<file path="src/rtl/ysyx_25040101_lsu_pkg.sv">
// Shared definitions for the nebula-core-B load/store unit: op encodings, FSM states and helpers.
package ysyx_25040101_lsu_pkg;

    localparam int STRB_W = 4;

    // One-hot memory op encoding, identical to the ctrl_unit output.
    localparam logic [7:0] MEM_LB  = 8'b0000_0001;
    localparam logic [7:0] MEM_LH  = 8'b0000_0010;
    localparam logic [7:0] MEM_LW  = 8'b0000_0100;
    localparam logic [7:0] MEM_LBU = 8'b0000_1000;
    localparam logic [7:0] MEM_LHU = 8'b0001_0000;
    localparam logic [7:0] MEM_SB  = 8'b0010_0000;
    localparam logic [7:0] MEM_SH  = 8'b0100_0000;
    localparam logic [7:0] MEM_SW  = 8'b1000_0000;

    typedef logic [1:0] lsu_state_t;
    localparam lsu_state_t ST_IDLE = 2'd0;
    localparam lsu_state_t ST_REQ  = 2'd1;
    localparam lsu_state_t ST_RESP = 2'd2;
    localparam lsu_state_t ST_DONE = 2'd3;

    function automatic logic is_one_hot(input logic [7:0] v);
        return (v != 8'd0) && ((v & (v - 8'd1)) == 8'd0);
    endfunction

endpackage

</file>
<file path="src/rtl/ysyx_25040101_lsu_fmt.sv">
// Combinational load extract/extend and store replicate/strobe for the LSU.
// YSYX_25040101_LSU_MISALIGN_CHK_EN enables the misalignment flag; otherwise it is tied low.
module ysyx_25040101_lsu_fmt
    import ysyx_25040101_lsu_pkg::*;
(
    input  logic [7:0]        ctrl,
    input  logic [1:0]        offset,
    input  logic [31:0]       store_data,
    input  logic [31:0]       rdata,
    output logic [31:0]       load_data,
    output logic [31:0]       wdata,
    output logic [STRB_W-1:0] wstrb,
    output logic              wen,
    output logic              misaligned
);

    logic [31:0] byte_shift;
    logic [31:0] half_shift;

    // Halfword lanes only look at offset[1]; words are never shifted.
    always_comb begin
        byte_shift = rdata >> {offset, 3'b000};
        half_shift = rdata >> {offset[1], 4'b0000};
        load_data  = 32'd0;
        case (ctrl)
            MEM_LB:  load_data = {{24{byte_shift[7]}}, byte_shift[7:0]};
            MEM_LH:  load_data = {{16{half_shift[15]}}, half_shift[15:0]};
            MEM_LW:  load_data = rdata;
            MEM_LBU: load_data = {24'd0, byte_shift[7:0]};
            MEM_LHU: load_data = {16'd0, half_shift[15:0]};
            default: load_data = 32'd0;
        endcase
    end

    always_comb begin
        wdata = 32'd0;
        wstrb = '0;
        wen   = ctrl[5] | ctrl[6] | ctrl[7];
        case (ctrl)
            MEM_SB: begin
                wdata = {4{store_data[7:0]}};
                wstrb = 4'b0001 << offset;
            end
            MEM_SH: begin
                wdata = {2{store_data[15:0]}};
                wstrb = 4'b0011 << {offset[1], 1'b0};
            end
            MEM_SW: begin
                wdata = store_data;
                wstrb = 4'b1111;
            end
            default: begin
                wdata = 32'd0;
                wstrb = '0;
            end
        endcase
    end

`ifdef YSYX_25040101_LSU_MISALIGN_CHK_EN
    always_comb begin
        misaligned = 1'b0;
        case (ctrl)
            MEM_LH, MEM_LHU, MEM_SH: misaligned = offset[0];
            MEM_LW, MEM_SW:          misaligned = |offset;
            default:                 misaligned = 1'b0;
        endcase
    end
`else
    assign misaligned = 1'b0;
`endif

endmodule

</file>
<file path="src/rtl/ysyx_25040101_lsu.sv">
// Load/store unit: one op at a time, single request on the simple memory bus, valid/ready to writeback.
// Optional misalignment trap via YSYX_25040101_LSU_MISALIGN_CHK_EN (see ysyx_25040101_lsu_fmt).
module ysyx_25040101_lsu
    import ysyx_25040101_lsu_pkg::*;
(
    input  logic              clock,
    input  logic              reset_n,
    input  logic              valid_i,
    output logic              ready_o,
    input  logic [31:0]       alu_result_i,
    input  logic [31:0]       store_data_i,
    input  logic [7:0]        mem_ctrl_i,
    output logic              req_valid_o,
    input  logic              req_ready_i,
    output logic              req_wen_o,
    output logic [31:0]       req_addr_o,
    output logic [31:0]       req_wdata_o,
    output logic [STRB_W-1:0] req_wstrb_o,
    input  logic              resp_valid_i,
    output logic              resp_ready_o,
    input  logic [31:0]       resp_rdata_i,
    input  logic              resp_err_i,
    output logic              valid_o,
    input  logic              ready_i,
    output logic [31:0]       result_o,
    output logic              err_o
);

    lsu_state_t        state;
    logic [31:0]       addr_q;
    logic [31:0]       data_q;
    logic [31:0]       result_q;
    logic [7:0]        ctrl_q;
    logic              err_q;

    logic [7:0]        fmt_ctrl;
    logic [1:0]        fmt_offset;
    logic [31:0]       load_data;
    logic [31:0]       fmt_wdata;
    logic [STRB_W-1:0] fmt_wstrb;
    logic              fmt_wen;
    logic              misaligned;

    // In IDLE the formatter sees the incoming op so the alignment check can gate the accept.
    assign fmt_ctrl   = (state == ST_IDLE) ? mem_ctrl_i : ctrl_q;
    assign fmt_offset = (state == ST_IDLE) ? alu_result_i[1:0] : addr_q[1:0];

    ysyx_25040101_lsu_fmt u_fmt (
        .ctrl       (fmt_ctrl),
        .offset     (fmt_offset),
        .store_data (data_q),
        .rdata      (resp_rdata_i),
        .load_data  (load_data),
        .wdata      (fmt_wdata),
        .wstrb      (fmt_wstrb),
        .wen        (fmt_wen),
        .misaligned (misaligned)
    );

    always_ff @(posedge clock or negedge reset_n) begin
        if (!reset_n) begin
            state    <= ST_IDLE;
            addr_q   <= 32'd0;
            data_q   <= 32'd0;
            ctrl_q   <= 8'd0;
            result_q <= 32'd0;
            err_q    <= 1'b0;
        end else begin
            case (state)
                ST_IDLE: if (valid_i) begin
                    addr_q   <= alu_result_i;
                    data_q   <= store_data_i;
                    ctrl_q   <= mem_ctrl_i;
                    result_q <= 32'd0;
                    err_q    <= 1'b0;
                    if (mem_ctrl_i == 8'd0) begin
                        result_q <= alu_result_i;
                        state    <= ST_DONE;
                    end else if (!is_one_hot(mem_ctrl_i) || misaligned) begin
                        err_q <= 1'b1;
                        state <= ST_DONE;
                    end else begin
                        state <= ST_REQ;
                    end
                end
                ST_REQ:  if (req_ready_i) state <= ST_RESP;
                // Stores format to zero here, which is their writeback result.
                ST_RESP: if (resp_valid_i) begin
                    result_q <= load_data;
                    err_q    <= resp_err_i;
                    state    <= ST_DONE;
                end
                ST_DONE: if (ready_i) state <= ST_IDLE;
                default: state <= ST_IDLE;
            endcase
        end
    end

    assign ready_o      = (state == ST_IDLE);
    assign req_valid_o  = (state == ST_REQ);
    assign req_wen_o    = req_valid_o & fmt_wen;
    assign req_addr_o   = req_valid_o ? {addr_q[31:2], 2'b00} : 32'd0;
    assign req_wdata_o  = req_wen_o ? fmt_wdata : 32'd0;
    assign req_wstrb_o  = req_wen_o ? fmt_wstrb : '0;
    assign resp_ready_o = (state == ST_RESP);
    assign valid_o      = (state == ST_DONE);
    assign result_o     = valid_o ? result_q : 32'd0;
    assign err_o        = valid_o & err_q;

endmodule

</file>
<file path="config.mk">
export PLATFORM = sky130hd
export DESIGN_NAME = ysyx_25040101_lsu
export DESIGN_NICKNAME = d
export VERILOG_FILES = /design/src/rtl/ysyx_25040101_lsu_pkg.sv /design/src/rtl/ysyx_25040101_lsu_fmt.sv /design/src/rtl/ysyx_25040101_lsu.sv
export SDC_FILE = /design/constraint.sdc
export NUM_CORES = 1
export LEC_CHECK = 0
export CORE_ASPECT_RATIO = 0.7
export CORE_MARGIN = 2
export CORE_UTILIZATION = 40
export DETAILED_ROUTE_END_ITERATION = 12
export PLACE_DENSITY = 0.71
export SYNTH_ARGS = -nofsm -noshare
export SYNTH_HDL_FRONTEND = slang
export SYNTH_SLANG_ARGS = --single-unit
</file>
<file path="constraint.sdc">
create_clock -name clock -period 2.39 [get_ports clock]
set_input_delay 0.478 -clock clock [delete_from_list [all_inputs] [get_ports clock]]
set_output_delay 0.478 -clock clock [all_outputs]
set_load 0.005 [all_outputs]
</file>
## Word level (Yosys, flattened, before mapping)

Index checks and enable logic that the tools add are counted.

| storage, ports and cells | value |
|---|---|
| flip-flop bits (word level) | 107 |
| input bits | 111 |
| output and inout bits | 106 |
| logic and storage cells | 65 |

| operators by class | value |
|---|---|
| $add $sub $neg | 1 |
| eq/ne operators | 15 |
| shift operators | 4 |
| multiplexer cells | 25 |
| bitwise gates (word level) | 5 |
| reductions and logical operators | 9 |

Operators with widths:

| cell | count |
|---|---|
| $mux W32 | 6 |
| $pmux W32 S5 | 1 |
| $pmux W32 S3 | 1 |
| $pmux W32 S2 | 1 |
| $shr A32 B5 Y16 | 1 |
| $shr A32 B5 Y8 | 1 |
| $logic_not A8 Y1 | 2 |
| $mux W2 | 7 |
| $pmux W4 S3 | 1 |
| $and A8 B8 Y8 | 1 |
| $eq A8 B1 Y1 const B | 1 |
| $eq A8 B2 Y1 const B | 1 |
| $eq A8 B3 Y1 const B | 1 |
| $eq A8 B4 Y1 const B | 1 |
| $eq A8 B5 Y1 const B | 1 |
| $eq A8 B6 Y1 const B | 1 |
| $eq A8 B7 Y1 const B | 1 |
| $eq A8 B8 Y1 const B | 1 |
| $mux W8 | 1 |
| $pmux W2 S4 | 1 |
| $reduce_bool A8 Y1 | 1 |
| $sub A8 B1 Y8 const B | 1 |
| $eq A2 B2 Y1 const B | 2 |
| $mux W1 | 4 |
| other kinds (15) | 19 |

## Longest topological paths before layout

| logic depth | value |
|---|---|
| depth in word-level cells | 8 |
| depth in mapped cells | 12 |
| mapped depth without buffers | 8 |

## Modules after synthesis

From an unflattened synthesis, not the netlist that was laid out.

| second synthesis, totals | value |
|---|---|
| cell total of the unflattened synthesis | 647 |
| area, all modules | 6661.4 sq um |

Modules (own cells, without submodules):

| module | instances | cells each | area an instance (sq um) | seq. area each (sq um) |
|---|---|---|---|---|
| ysyx_25040101_lsu | 1 | 467 | 5310.1 | 2677.6 |
| ysyx_25040101_lsu_fmt | 1 | 180 | 1351.3 | 0.0 |

## Least setup slack after synthesis

Ideal clock, no wire load.

| timing path | value |
|---|---|
| path kind | register to output |
| start | register state[0] |
| end | output req_wstrb_o[2] |
| data arrival time | 2.168 ns |
| required time | 1.912 ns |
| slack | -0.256 ns |
| cell stages (with the launch flop) | 12 |
| path buffers | 3 |
| path through | dfrtp_1 -> inv_1 -> ha_1 -> buf_6 -> buf_8 -> nor3_4 -> nor2_1 -> nor4b_2 -> clkbuf_1 -> a21o_1 -> a21oi_1 -> nor2_1 |

| between the ends | value |
|---|---|
| longest elaborated chain between the ends | 6 |
| elaborated cells on any way between the ends | 14 |
| those cells by class | eq/ne (4); shift (2); mux (4); bitwise (3); reduce/logical (1) |

Ends and longest elaborated chain:

| what | line | text |
|---|---|---|
| start, declared | ysyx_25040101_lsu.sv:29 | `lsu_state_t state;` |
| start signal, assigned | ysyx_25040101_lsu.sv:62 | `state <= ST_IDLE;` |
| start signal, assigned | ysyx_25040101_lsu.sv:78 | `state <= ST_DONE;` |
| start signal, assigned | ysyx_25040101_lsu.sv:81 | `state <= ST_DONE;` |
| $logic_not A2 Y1 * | - |  |
| via ready_o | ysyx_25040101_lsu.sv:9 | `output logic ready_o,` |
| branches (longest 4 deep; another with $mux W8) | - |  |
| $mux W4 * | ysyx_25040101_lsu.sv:104 | `assign req_wstrb_o = req_wen_o ? fmt_wstrb : '0;` |
| end, declared | ysyx_25040101_lsu.sv:18 | `output logic [STRB_W-1:0] req_wstrb_o,` |

Mark *: on every way through the listed nets, which the timed path passes.

## Final worst setup path

| timing path | value |
|---|---|
| start | register state[0] |
| end | output req_wdata_o[12] |

| between the ends | value |
|---|---|
| longest elaborated chain between the ends | 6 |
| elaborated cells on any way between the ends | 11 |
| those cells by class | eq/ne (4); mux (3); bitwise (3); reduce/logical (1) |

Ends and longest elaborated chain:

| what | line | text |
|---|---|---|
| branches (longest 5 deep; another with $pmux W32 S3) | - |  |
| $mux W32 * | ysyx_25040101_lsu.sv:103 | `assign req_wdata_o = req_wen_o ? fmt_wdata : 32'd0;` |
| end, declared | ysyx_25040101_lsu.sv:17 | `output logic [31:0] req_wdata_o,` |

Every way passes the cells marked *.

==> metrics.txt <==
P per Cell Area=959 mW/mm^2; Routed WL=24300 um; clock sink count=around 110; Top FF cell, synth=dfrtp_1; TritonCTS buffer count=9; CP max FO=8; crit share post-route=1.28; Area Growth Syn to Fin=68.5%; Post-DRT Antenna Nets=0; peak supply drop=approximately 570 uV; cell area after synthesis=0.00625 mm^2; Mapped Cells=583; Post-synth ARST share=1.00; # nets final=1024; routed via count=6457; vias in the first global route=6417; final worst setup slack=-676 ps; Die W=about 150 um; htree depth=3; WHS=between 150 and 200 ps; I/O pins=217; via-per-instance ratio=a little under 6; Fmax=0.326 GHz; DR iter-0 viols=667; Core ar.=0.0154 mm^2; initial core utilization=0.406; cts hold-fix bufs=0; Synth Warn #=0; min Tclk post-route=3070 ps; DP Wirelength=~16000 um; crit path DAT=2590 ps; total gr overflow=0; area leader, netlist=dfrtp_1; Rows=38; Post-synth EDFFs=0; RSZ-0062 raised after global routing=true; WL/cell=21.8 um; #FFs+latches synth=107; sequential fraction of the synthesis area=0.429; Worst setup SP type=register; clk slew on worst S/H paths=~70 ps; antenna violations before repair=1; input/output buffers=214; Die Ht=109 um; CTS tree=built; WL met3=roughly 2000 um; Static Leak=approximately 4.7 nW; die area=0.0167 mm^2; list of most frequent post-synthesis cells=107 x dfrtp_1, 74 x and2_1, 72 x mux2_2, 45 x nand2_1, 28 x a22oi_1; first-pass GRT wire length=36300 um; failing checks=negative setup slack; Worst-Margin Slew=577 ps; GPL Wtd Cong=0.897; share of the synthesized area in the top cell type=0.429; final setup fails=between 60 and 70; layout cells sized above 1=0.449; Crit path required time=1910 ps; DRT met1 WL=10400 um; highest routed metal layer=met5; CP Class=register to output port; clk_skew=about 10 ps; largest net degree at the start of global routing=108; outcome=complete, but fails checks; DRC errors left=0; Synth area leaders=dfrtp_1 43%, mux2_2 13%, and2_1 7.4%, a22oi_1 3.4%, a222oi_1 3.0%; GRT Util Overall=0.285; Tot Pwr=roughly 10 mW; Yosys cell types=61; most frequent cell after synthesis=dfrtp_1; Root Driver=clkbuf_16; DRT Pass-1 Iters=6; number of diodes=0; CTS max path bufs=2; Max Cap Violations=0; Post-Syn Area per Cell=10.7 um^2; relative slew slack=0.615; hold crit path type=input pin to asynchronous set/reset pin; final max-slew violation count=0; met2 WL=about 11000 um; CP Capture Type=output port; Hold Violations, Final=0; clk_lat worst skew=360 ps
-- layer usage --
layer	up-vias	global-route usage
met5	-	0
met2	348	0.452
met1	3236	0.385
li1	2801	-
met3	70	0.0774
met4	2	0.0891
-- worst max-delay path: stages, from the launching register on --
cell	delay, ps
dfrtp_1	400
inv_2	90
ha_4	220
nor3b_4	280
nor2_4	100
nor4b_4	300
buf_4	180
buf_6	120
buf_6	100
buf_6	90
nand2_2	60
a21oi_2	140
buf_2	130
-- flip-flops by register name, summed over array words and instances, names as in the netlist --
name,count
result_q,32
addr_q,32
err_q,1
ctrl_q,8
state,2
data_q,32
-- metrics by stage --
step	cell area [um^2]	std cells	setup WS, ps	TNS, ps	util
6_report	10500	1114	-676	-30480	0.683
5_1_grt	10500	1114	-792	-38250	0.683
4_1_cts	10300	1105	-663	-28630	0.670
3_5_place_dp	9290	1040	-900	-42050	0.603
3_3_place_gp	9290	1040	-818	-37200	0.603
2_1_floorplan	6350	584	-79.1	-1500	-
-- final timing paths --
| path | to | cells after the start | slack (ps) | start |
|---|---|---|---|---|
| hold / removal | data_q[11] | 2 | 190 | reset_n |
| hold reg to reg | addr_q[5] | 1 | 500 | addr_q[5] |
| min in group clock | addr_q[5] | 1 | 500 | addr_q[5] |
| setup / recovery | req_wdata_o[12] | 12 | -680 | state[0] |
| setup reg to reg | result_q[1] | 11 | -400 | state[0] |
| max in group asynchronous | result_q[24] | 2 | 1780 | reset_n |
-- cell type report --
cell class	instances	area, um^2
multi-input combinational	423	3870
clock inverter	5	46.3
sequential	107	2680
tap	200	250
fill	1119	4880
timing repair buffer	359	3410
inverter	9	33.8
clock buffer	11	243
-- report_power, final --
part	switching [mW]	total (mW)	leakage [nW]	internal, mW
Combinational	2.55	5.58	3.27	3.04
Sequential	0.563	3.05	1.33	2.48
Clock	0.714	1.47	0.142	0.752
Total	3.82	10.1	4.74	6.27
-- cells by family after synthesis --
group | share of synthesized area
multiplexers | 0.169
adder cells (fa/ha/maj) | 0.0112
AND/OR/NAND/NOR | 0.180
flip-flops | 0.429
other | 0.000600
AO/OA/AOI/OAI | 0.162
buffers and inverters | 0.0467
XOR/XNOR | 0.00280
-- what timing repair did --
action                     in CTS  in global routing
setup endpoints to repair     132                 95
cloned                          7                  1
gates resized for setup       340                 59
setup buffers                  45                  9
pin swaps                      55                 21
-- cell usage in the layout (no fill, tap or decap), types with 6 or more instances in the layout --
| cell type | n |
|---|---|
| clkbuf_16 | 9 |
| o21ai_0 | 9 |
| dlygate4sd2_1 | 46 |
| and2_4 | 9 |
| a222oi_1 | 19 |
| o21ai_1 | 10 |
| and2_1 | 64 |
| a21oi_2 | 21 |
| buf_12 | 14 |
| nand2_2 | 22 |
| clkdlybuf4s15_1 | 16 |
| a221oi_2 | 6 |
| clkdlybuf4s50_1 | 109 |
| dfrtp_1 | 107 |
| a22oi_2 | 13 |
| buf_6 | 37 |
| mux2_2 | 72 |
| nand2_1 | 32 |
| buf_4 | 96 |
| buf_2 | 29 |
| nor2_1 | 16 |
| a22oi_1 | 15 |
| mux4_2 | 8 |
| inv_1 | 6 |
No activity file was read; power rests on OpenSTA's default activity.
